==> src/rtl/mips_mem_pkg.sv <==
// Shared types and decode helpers for the MEM-stage load/store unit.
package mips_mem_pkg;

  typedef enum logic [3:0] {
    OP_LB  = 4'd0,
    OP_LBU = 4'd1,
    OP_LH  = 4'd2,
    OP_LHU = 4'd3,
    OP_LW  = 4'd4,
    OP_LWL = 4'd5,
    OP_LWR = 4'd6,
    OP_SB  = 4'd8,
    OP_SH  = 4'd9,
    OP_SW  = 4'd10
  } mem_op_t;

  typedef enum logic [1:0] {
    IDLE,
    BUS,
    RESP
  } state_t;

  function automatic logic is_store(mem_op_t op);
    return op inside {OP_SB, OP_SH, OP_SW};
  endfunction

  function automatic logic is_legal(logic [3:0] op);
    case (mem_op_t'(op))
      OP_LB, OP_LBU, OP_LH, OP_LHU, OP_LW, OP_LWL, OP_LWR,
      OP_SB, OP_SH, OP_SW: return 1'b1;
      default:             return 1'b0;
    endcase
  endfunction

  // LWL/LWR are unaligned by design and never fault.
  function automatic logic is_misaligned(mem_op_t op, logic [1:0] off);
    case (op)
      OP_LH, OP_LHU, OP_SH: return off[0];
      OP_LW, OP_SW:         return off != 2'b00;
      default:              return 1'b0;
    endcase
  endfunction

endpackage

==> src/rtl/mips_mem_align.sv <==
// Combinational byte-lane steering: store lanes/enables and load extract/merge.
module mips_mem_align
  import mips_mem_pkg::*;
(
  input  logic [3:0]  st_op,
  input  logic [1:0]  st_offset,
  input  logic [31:0] wdata,
  output logic [3:0]  byteenable,
  output logic [31:0] writedata,
  input  logic [3:0]  ld_op,
  input  logic [1:0]  ld_offset,
  input  logic [31:0] readdata,
  input  logic [31:0] rt_old,
  output logic [31:0] ld_result
);

  logic [4:0]  sh_r;
  logic [4:0]  sh_l;
  logic [31:0] shr;
  logic [7:0]  byte_v;
  logic [15:0] half_v;

  assign sh_r   = {ld_offset, 3'b000};
  assign sh_l   = {2'd3 - ld_offset, 3'b000};
  assign shr    = readdata >> sh_r;
  assign byte_v = shr[7:0];
  assign half_v = ld_offset[1] ? readdata[31:16] : readdata[15:0];

  // NOTE: every output gets a default before the case so no path leaves it unassigned (no latch).
  always_comb begin
    byteenable = 4'b1111;
    writedata  = '0;
    case (mem_op_t'(st_op))
      OP_SB: begin
        byteenable = 4'b0001 << st_offset;
        writedata  = {4{wdata[7:0]}};
      end
      OP_SH: begin
        byteenable = st_offset[1] ? 4'b1100 : 4'b0011;
        writedata  = {2{wdata[15:0]}};
      end
      OP_SW:   writedata = wdata;
      default: ;
    endcase
  end

  always_comb begin
    ld_result = '0;
    case (mem_op_t'(ld_op))
      OP_LB:   ld_result = {{24{byte_v[7]}}, byte_v};
      OP_LBU:  ld_result = {24'h0, byte_v};
      OP_LH:   ld_result = {{16{half_v[15]}}, half_v};
      OP_LHU:  ld_result = {16'h0, half_v};
      OP_LW:   ld_result = readdata;
      OP_LWL:  ld_result = (readdata << sh_l) | (rt_old & ~(32'hFFFF_FFFF << sh_l));
      OP_LWR:  ld_result = shr | (rt_old & ~(32'hFFFF_FFFF >> sh_r));
      default: ld_result = '0;
    endcase
  end

endmodule

==> src/rtl/mips_cpu_bus_mem_unit.sv <==
// MEM-stage load/store unit: one request becomes one word-aligned Avalon transaction.
module mips_cpu_bus_mem_unit
  import mips_mem_pkg::*;
#(
  parameter logic [31:0] RESET_ADDR_UNUSED = 32'hBFC00000
) (
  input  logic        clk,
  input  logic        reset,
  input  logic        req_valid,
  output logic        req_ready,
  input  logic [3:0]  req_op,
  input  logic [31:0] req_addr,
  input  logic [31:0] req_wdata,
  input  logic [31:0] req_rt_old,
  output logic        resp_valid,
  output logic [31:0] resp_rdata,
  output logic        resp_err,
  output logic [31:0] address,
  output logic        write,
  output logic        read,
  input  logic        waitrequest,
  output logic [31:0] writedata,
  output logic [3:0]  byteenable,
  input  logic [31:0] readdata
);

  state_t      state;
  state_t      state_next;
  mem_op_t     op_q;
  logic [1:0]  off_q;
  logic [31:0] rt_old_q;
  logic        req_bad;
  logic [3:0]  be_st;
  logic [31:0] wd_st;
  logic [31:0] ld_result;

  assign req_bad    = !is_legal(req_op) || is_misaligned(mem_op_t'(req_op), req_addr[1:0]);
  assign req_ready  = reset && (state == IDLE);
  assign resp_valid = (state == RESP);

  mips_mem_align u_align (
    .st_op      (req_op),
    .st_offset  (req_addr[1:0]),
    .wdata      (req_wdata),
    .byteenable (be_st),
    .writedata  (wd_st),
    .ld_op      (op_q),
    .ld_offset  (off_q),
    .readdata   (readdata),
    .rt_old     (rt_old_q),
    .ld_result  (ld_result)
  );

  // NOTE: reset is sampled on the clock edge, so an abandoned bus strobe drops at that same edge.
  always_ff @(posedge clk) begin
    if (!reset) state <= IDLE;
    else        state <= state_next;
  end

  always_comb begin
    state_next = state;
    case (state)
      IDLE:    if (req_valid) state_next = req_bad ? RESP : BUS;
      BUS:     if (!waitrequest) state_next = RESP;
      RESP:    state_next = IDLE;
      default: state_next = IDLE;
    endcase
  end

  // NOTE: all registered state uses non-blocking assignment so every register sees pre-edge values.
  always_ff @(posedge clk) begin
    if (!reset) begin
      op_q       <= OP_LB;
      off_q      <= 2'b00;
      rt_old_q   <= '0;
      resp_rdata <= '0;
      resp_err   <= 1'b0;
      address    <= '0;
      read       <= 1'b0;
      write      <= 1'b0;
      writedata  <= '0;
      byteenable <= '0;
    end else begin
      case (state)
        IDLE: begin
          if (req_valid) begin
            op_q     <= mem_op_t'(req_op);
            off_q    <= req_addr[1:0];
            rt_old_q <= req_rt_old;
            if (req_bad) begin
              resp_err   <= 1'b1;
              resp_rdata <= '0;
            end else begin
              resp_err   <= 1'b0;
              address    <= {req_addr[31:2], 2'b00};
              read       <= !is_store(mem_op_t'(req_op));
              write      <= is_store(mem_op_t'(req_op));
              byteenable <= be_st;
              writedata  <= wd_st;
            end
          end
        end
        BUS: begin
          if (!waitrequest) begin
            read       <= 1'b0;
            write      <= 1'b0;
            resp_rdata <= ld_result;
          end
        end
        default: ;
      endcase
    end
  end

endmodule

==> config.mk <==
export PLATFORM = sky130hd
export DESIGN_NAME = mips_cpu_bus_mem_unit
export DESIGN_NICKNAME = d
export VERILOG_FILES = /design/src/rtl/mips_mem_pkg.sv /design/src/rtl/mips_mem_align.sv /design/src/rtl/mips_cpu_bus_mem_unit.sv
export SDC_FILE = /design/constraint.sdc
export NUM_CORES = 1
export LEC_CHECK = 0
export CAP_MARGIN = 20
export CORE_MARGIN = 10
export CORE_UTILIZATION = 30
export DETAILED_ROUTE_END_ITERATION = 8
export PLACE_DENSITY = 0.62
export SLEW_MARGIN = 5
export SYNTH_ARGS = -nofsm -noshare
export SYNTH_HDL_FRONTEND = slang
export SYNTH_SLANG_ARGS = --single-unit
==> constraint.sdc <==
create_clock -name clk -period 4.9 [get_ports clk]
set_input_delay 1.225 -clock clk [delete_from_list [all_inputs] [get_ports clk]]
set_output_delay 1.225 -clock clk [all_outputs]
set_load 0.01 [all_outputs]
==> After elaboration in Yosys (flattened, before gate mapping) <==
Memory sizes are Yosys's and may differ from the RTL's.
Index checks and enable logic that the tools add are counted.
{ "classes": {"addsub": 1, "n_eq_ne": 18, "n_shift": 5, "mux": 22, "bitwise_logic": 7, "n_reduce_logical": 16} }
{ "op_table": {"columns": ["op", "n"], "rows": [
  ["$pmux W32 S7", 1],
  ["$mux W32", 3],
  ["$pmux W32 S3", 1],
  ["$and A32 B32 Y32", 2],
  ["$not A32 Y32", 2],
  ["$or A32 B32 Y32", 2],
  ["$pmux W32 S2", 1],
  ["$shl A32 B5 Y32", 1],
  ["$shl A32 B5 Y32 const A", 1],
  ["$shr A32 B5 Y32", 1],
  ["$shr A32 B5 Y32 const A", 1],
  ["$eq A4 B2 Y1 const B", 4],
  ["$eq A4 B3 Y1 const B", 4],
  ["$mux W16", 1],
  ["$eq A4 B4 Y1 const B", 3],
  ["$ne A2 B2 Y1 const B", 4],
  ["$pmux W4 S2", 1],
  ["$reduce_and A4 Y1", 2],
  ["$mux W1", 6],
  ["$mux W2", 3],
  ["$pmux W1 S2", 3],
  ["$eq A4 B1 Y1 const B", 1],
  ["$logic_not A4 Y1", 1],
  ["$mux W4", 1],
  ["other kinds (16)", 19]
]} }
{ "word_totals": {"ff_bits": 141, "rom_bits": 16, "inputBits": 136, "output_inout_bits": 105, "memories": 1} }
{ "memory_table": {"columns": ["name", "words", "word_bits", "rd", "rd_clocked_by_memory_dff", "write_ports", "line_no", "text"], "rows": [
  ["(no name shown)", 16, 1, 1, 0, 0, "mips_mem_pkg.sv:28", "case (mem_op_t'(op))"]
]} }

==> Depth between registers and ports, before layout <==
{ "depth": {"word_depth": 8, "depth_mapped": 8, "depth_no_buf": 5} }

==> Modules after synthesis <==
Synthesis repeated with hierarchy kept, for this count alone.
{ "hier_totals": {"hier_cells": 1117, "hier_area_um2": 9446.6} }
{ "by_module_without_submodules": {"columns": ["mod", "instances", "cells_each", "area_each_um2"], "rows": [
  ["mips_cpu_bus_mem_unit", 1, 818, 7081.8],
  ["mips_mem_align", 1, 299, 2364.8]
]} }

==> Least setup slack after synthesis <==
No wires, ideal clock.
{ "synth_path": {"path_type": "in2out", "startpoint": "input reset", "endpoint": "output req_ready", "arrival_time_ps": 1685, "t_required_ps": 3675, "slack_ps": 1990, "cell_stages": 3, "path_buffers": 1, "cell_sequence": "clkbuf_1 -> nand2b_1 -> nor2_1"} }
{ "synth_via": {"elab_chain_len": 1} }
{ "synth_rtl": {"columns": ["element", "line_no", "text"], "rows": [
  ["start, declared", "mips_cpu_bus_mem_unit.sv:8", "input logic reset,"],
  ["$logic_and A1 B1 Y1", "mips_cpu_bus_mem_unit.sv:38", "assign req_ready = reset && (state == IDLE);"],
  ["end, declared", "mips_cpu_bus_mem_unit.sv:10", "output logic req_ready,"]
]} }
Every way passes these cells.

==> Worst setup path after layout <==
Same ends and word-level chain as after synthesis.

==> impl_metrics.csv <==
group,metric,value,unit
status,status,"completed",
detailed_routing,dr.pass1.iters,8,
final_layout,syn_to_final_growth,44.9,%
placed_design,dp_slack,1.21,ns
timing,finalSetupViolCount,0,
clock_tree,clock_sinks,141,
setup_path,crit_start,"reset",
power,intPower,2210,uW
final_layout,multi_input_area,3770,um^2
power,fin_total_pwr,3100,uW
detailed_routing,vias_per_cell,5.31,
synthesis,yosysMostFrequentCell,"nand2_1",
setup_path,cp_slowest_cell,"clkdlybuf4s50_1",
final_layout,final_cells,1281,
setup_path,reg2reg_to,"resp_rdata[10]$_SDFFE_PN0P_",
placed_design,numPortBuffers,238,
power,sw_frac_of_total,0.286,
job,maxCapViolations,0,
setup_path,worstSetupEndpointType,"output pin",
timing,max_slew_margin,0.289,
grt,antenna_found_initial,1,
power,seqPwrFrac,0.404,
synthesis,async_reset_ff_frac,0,
placed_design,place.gp.congestion,0.890,
clock_tree,cts-root-buf,"clkbuf_16",
detailed_routing,antenna_left,0,
die,core.rowCount,55,
final_layout,fill_cells,2226,
setup_path,r2r_start,"off_q[1]$_SDFFE_PN0P_",
detailed_routing,vias,6797,
synthesis,yosys.area.top_type,"dfxtp_1",
clock_tree,post-cts-setup-buffers,0,
final_layout,insertedDiodeCount,0,
setup_path,start_kind,"primary input",
setup_path,path_cells,"buf_2, nand2b_1, nor2_1, clkdlybuf4s50_1",
final_layout,finalCoreUtilization,0.442,
power,p_per_area,310,nW/um^2
final_layout,regArea,2820,um^2
synthesis,ys_warn_count,0,
synthesis,syn_inst,780,
detailed_routing,wl_per_cell,21.0,um
clock_tree,cts.repair.resized,0,
setup_path,critPathTopFamily,"buffers and inverters",
power,leakage,0.00357,uW
die,design.core.area,22600,um^2
timing,period_minus_slack,3.35,ns
synthesis,synth.top_cell.area_share,0.408,
setup_path,cpPeakStageDelay,0.57,ns
setup_path,r2r_slack,2.27,ns
die,dieWidth,172,um
die,initial_core_util,0.305,
setup_path,worstSetupPathType,"in2out",
detailed_routing,drc,0,
timing,max_slew.worst_pin.slew,1.06,ns
timing,post-route-period-util,0.684,
synthesis,synth_edf_count,0,
synthesis,synth_cell_types,55,
die,pin_count,241,
timing,tns,0,ns
power,p_sw,887,uW
timing,rsz0062_at_grt,"false",
grt,grt_util_all_layers,0.179,
synthesis,synth_top_flop_cell,"dfxtp_1",
timing,finClkSkew,0.00940,ns
synthesis,synth_area_leaders,"dfxtp_1 41%, nand2_1 9.3%, a21boi_0 7.6%",
clock_tree,clk_latency,0.42,ns
synthesis,ys_seq_area_frac,0.408,
synthesis,synth_area,6910,um^2
clock_tree,max-clock-path-buffers,2,
detailed_routing,detail_route.iter0.violations,488,
grt,grt_pass1_vias,6958,
synthesis,avgSynthCellArea,8.86,um^2
grt,grt_max_degree,89,
power,ir_drop,235,uV
grt,overflow,0,
clock_tree,cts_made_buffers,17,
setup_path,cp.arrival,2.12,ns
timing,worst_slack,1.55,ns
min_path,hp-class,"reg2reg",
detailed_routing,routed_wl,26900,um
placed_design,hpwl,19700,um
timing,fmax,299,MHz
final_layout,nets,1119,
setup_path,critPathRequiredTime,3.67,ns
power,pwr-share-comb,0.194,
die,die_h,172,um
synthesis,ys_ff_latch,141,
synthesis,yosys-top-cells-count,"172 x nand2_1, 141 x dfxtp_1, 70 x a21boi_0",
clock_tree,clk_transition_reported_paths,0.06,ns
timing,slew_violations,0,
setup_path,worstPathMaxFanout,3,
power,clock_power_share,0.402,
final_layout,final_layout_size_suffix_gt1_frac,0.0884,
clock_tree,cts_tree,"yes",
setup_path,path_buf_inv,2,
setup_path,critical_path_cell_count,4,
setup_path,critPathCapture,"req_ready",
timing,timing_hold_violations_final,0,
grt,grt_pass1_wl,40600,um
clock_tree,holdBufCountCts,0,
die,die_area,29500,um^2
placed_design,numPlacedInstances,1249,
clock_tree,cts.htree.levels,4,
setup_path,reg2reg_depth,6,
[worst min-delay path, cell delays in order, from the launching register on]
cell and delay, ns:
dfxtp_1 0.31, nand2_1 0.05, a21boi_0 0.06
[per-stage QoR]
stage               hold slack [ns]  cell area [um^2]
detailed placement            0.446              9460
finish                        0.464             10000
floorplan                     0.440              6910
CTS                           0.467             10000
global placement              0.445              9450
global route                  0.483             10000
[metal layers]
metal / wire length [um] / global-route usage / share of wire / up-vias
met2: 12000 / 0.276 / 0.45 / 324
li1: - / - / - / 3264
met4: 568 / 0.0641 / 0.021 / 2
met1: 11000 / 0.209 / 0.41 / 3166
met5: 13 / 0 / 0.00048 / -
met3: 3320 / 0.0917 / 0.12 / 41
[power groups by stage]
stage                     registers [uW]  logic (uW)  clock network (uW)
after floorplan                     1270         313                   0
after global placement              1280         600                   0
after detailed placement            1280         601                   0
after CTS                           1250         604                1280
after global routing                1260         658                1330
final                               1250         601                1250
[kinds of logic (layout without fill, tap and decap cells)]
kind of cell | Yosys count | after routing | share of synthesized area
flip-flops | 141 | 141 | 0.408
buffers and inverters | 75 | 290 | 0.0509
AND/OR/NAND/NOR | 248 | 248 | 0.162
multiplexers | 43 | 43 | 0.0712
other | 1 | 2 | 0.000543
AO/OA/AOI/OAI | 272 | 272 | 0.307
[layout make-up]
class | instances | area share
clock buffers | 20 | 0.0446
repair buffers | 252 | 0.248
flip-flops and latches | 141 | 0.282
well taps | 285 | 0.0356
clock inverters | 12 | 0.0112
multi-input cells | 565 | 0.377
inverters | 6 | 0.00225
[sequential cells by signal (all words and copies together) (netlist names)]
name        count
writedata      32
write           1
address        30
op_q            4
read            1
off_q           2
state           2
resp_err        1
byteenable      4
resp_rdata     32
rt_old_q       32
[how the worst min path moves through the flow]
stage,startpoint,end,slack [ns],cells after the start
after floorplan,rt_old_q[0]$_SDFFE_PN0P_,rt_old_q[0]$_SDFFE_PN0P_,0.44,2
after CTS,address[15]$_SDFFE_PN0P_,address[15]$_SDFFE_PN0P_,0.47,2
after global routing,address[15]$_SDFFE_PN0P_,address[15]$_SDFFE_PN0P_,0.48,2
after global placement,writedata[15]$_SDFFE_PN0P_,writedata[15]$_SDFFE_PN0P_,0.44,1
final,address[18]$_SDFFE_PN0P_,address[18]$_SDFFE_PN0P_,0.46,2
after detailed placement,writedata[27]$_SDFFE_PN0P_,writedata[27]$_SDFFE_PN0P_,0.45,1
[layout by cell type, fill, tap and decap left out, drive strengths merged, types with 4 or more instances in the layout]
master         Yosys  final
o211a              5      5
o211ai            10     10
clkdlybuf4s50      0    237
nand3              5      5
a221oi            22     22
nor3b             12     12
a22o              40     40
dfxtp            141    141
clkbuf            31     20
buf               38     15
mux2i             21     21
o21ai             28     28
nand2            172    172
a21boi            70     70
o21a               5      5
mux2              19     19
a22oi             30     30
nand2b             7      7
inv                6      9
nor2              22     22
nor3               4      4
o311ai             6      6
o2bb2ai           16     16
a222oi            10     10
nor2b              8      8
clkinvlp           0      5
a21oi             14     14
a211oi             6      6
Note: power is estimated with default switching activity, not from simulation.
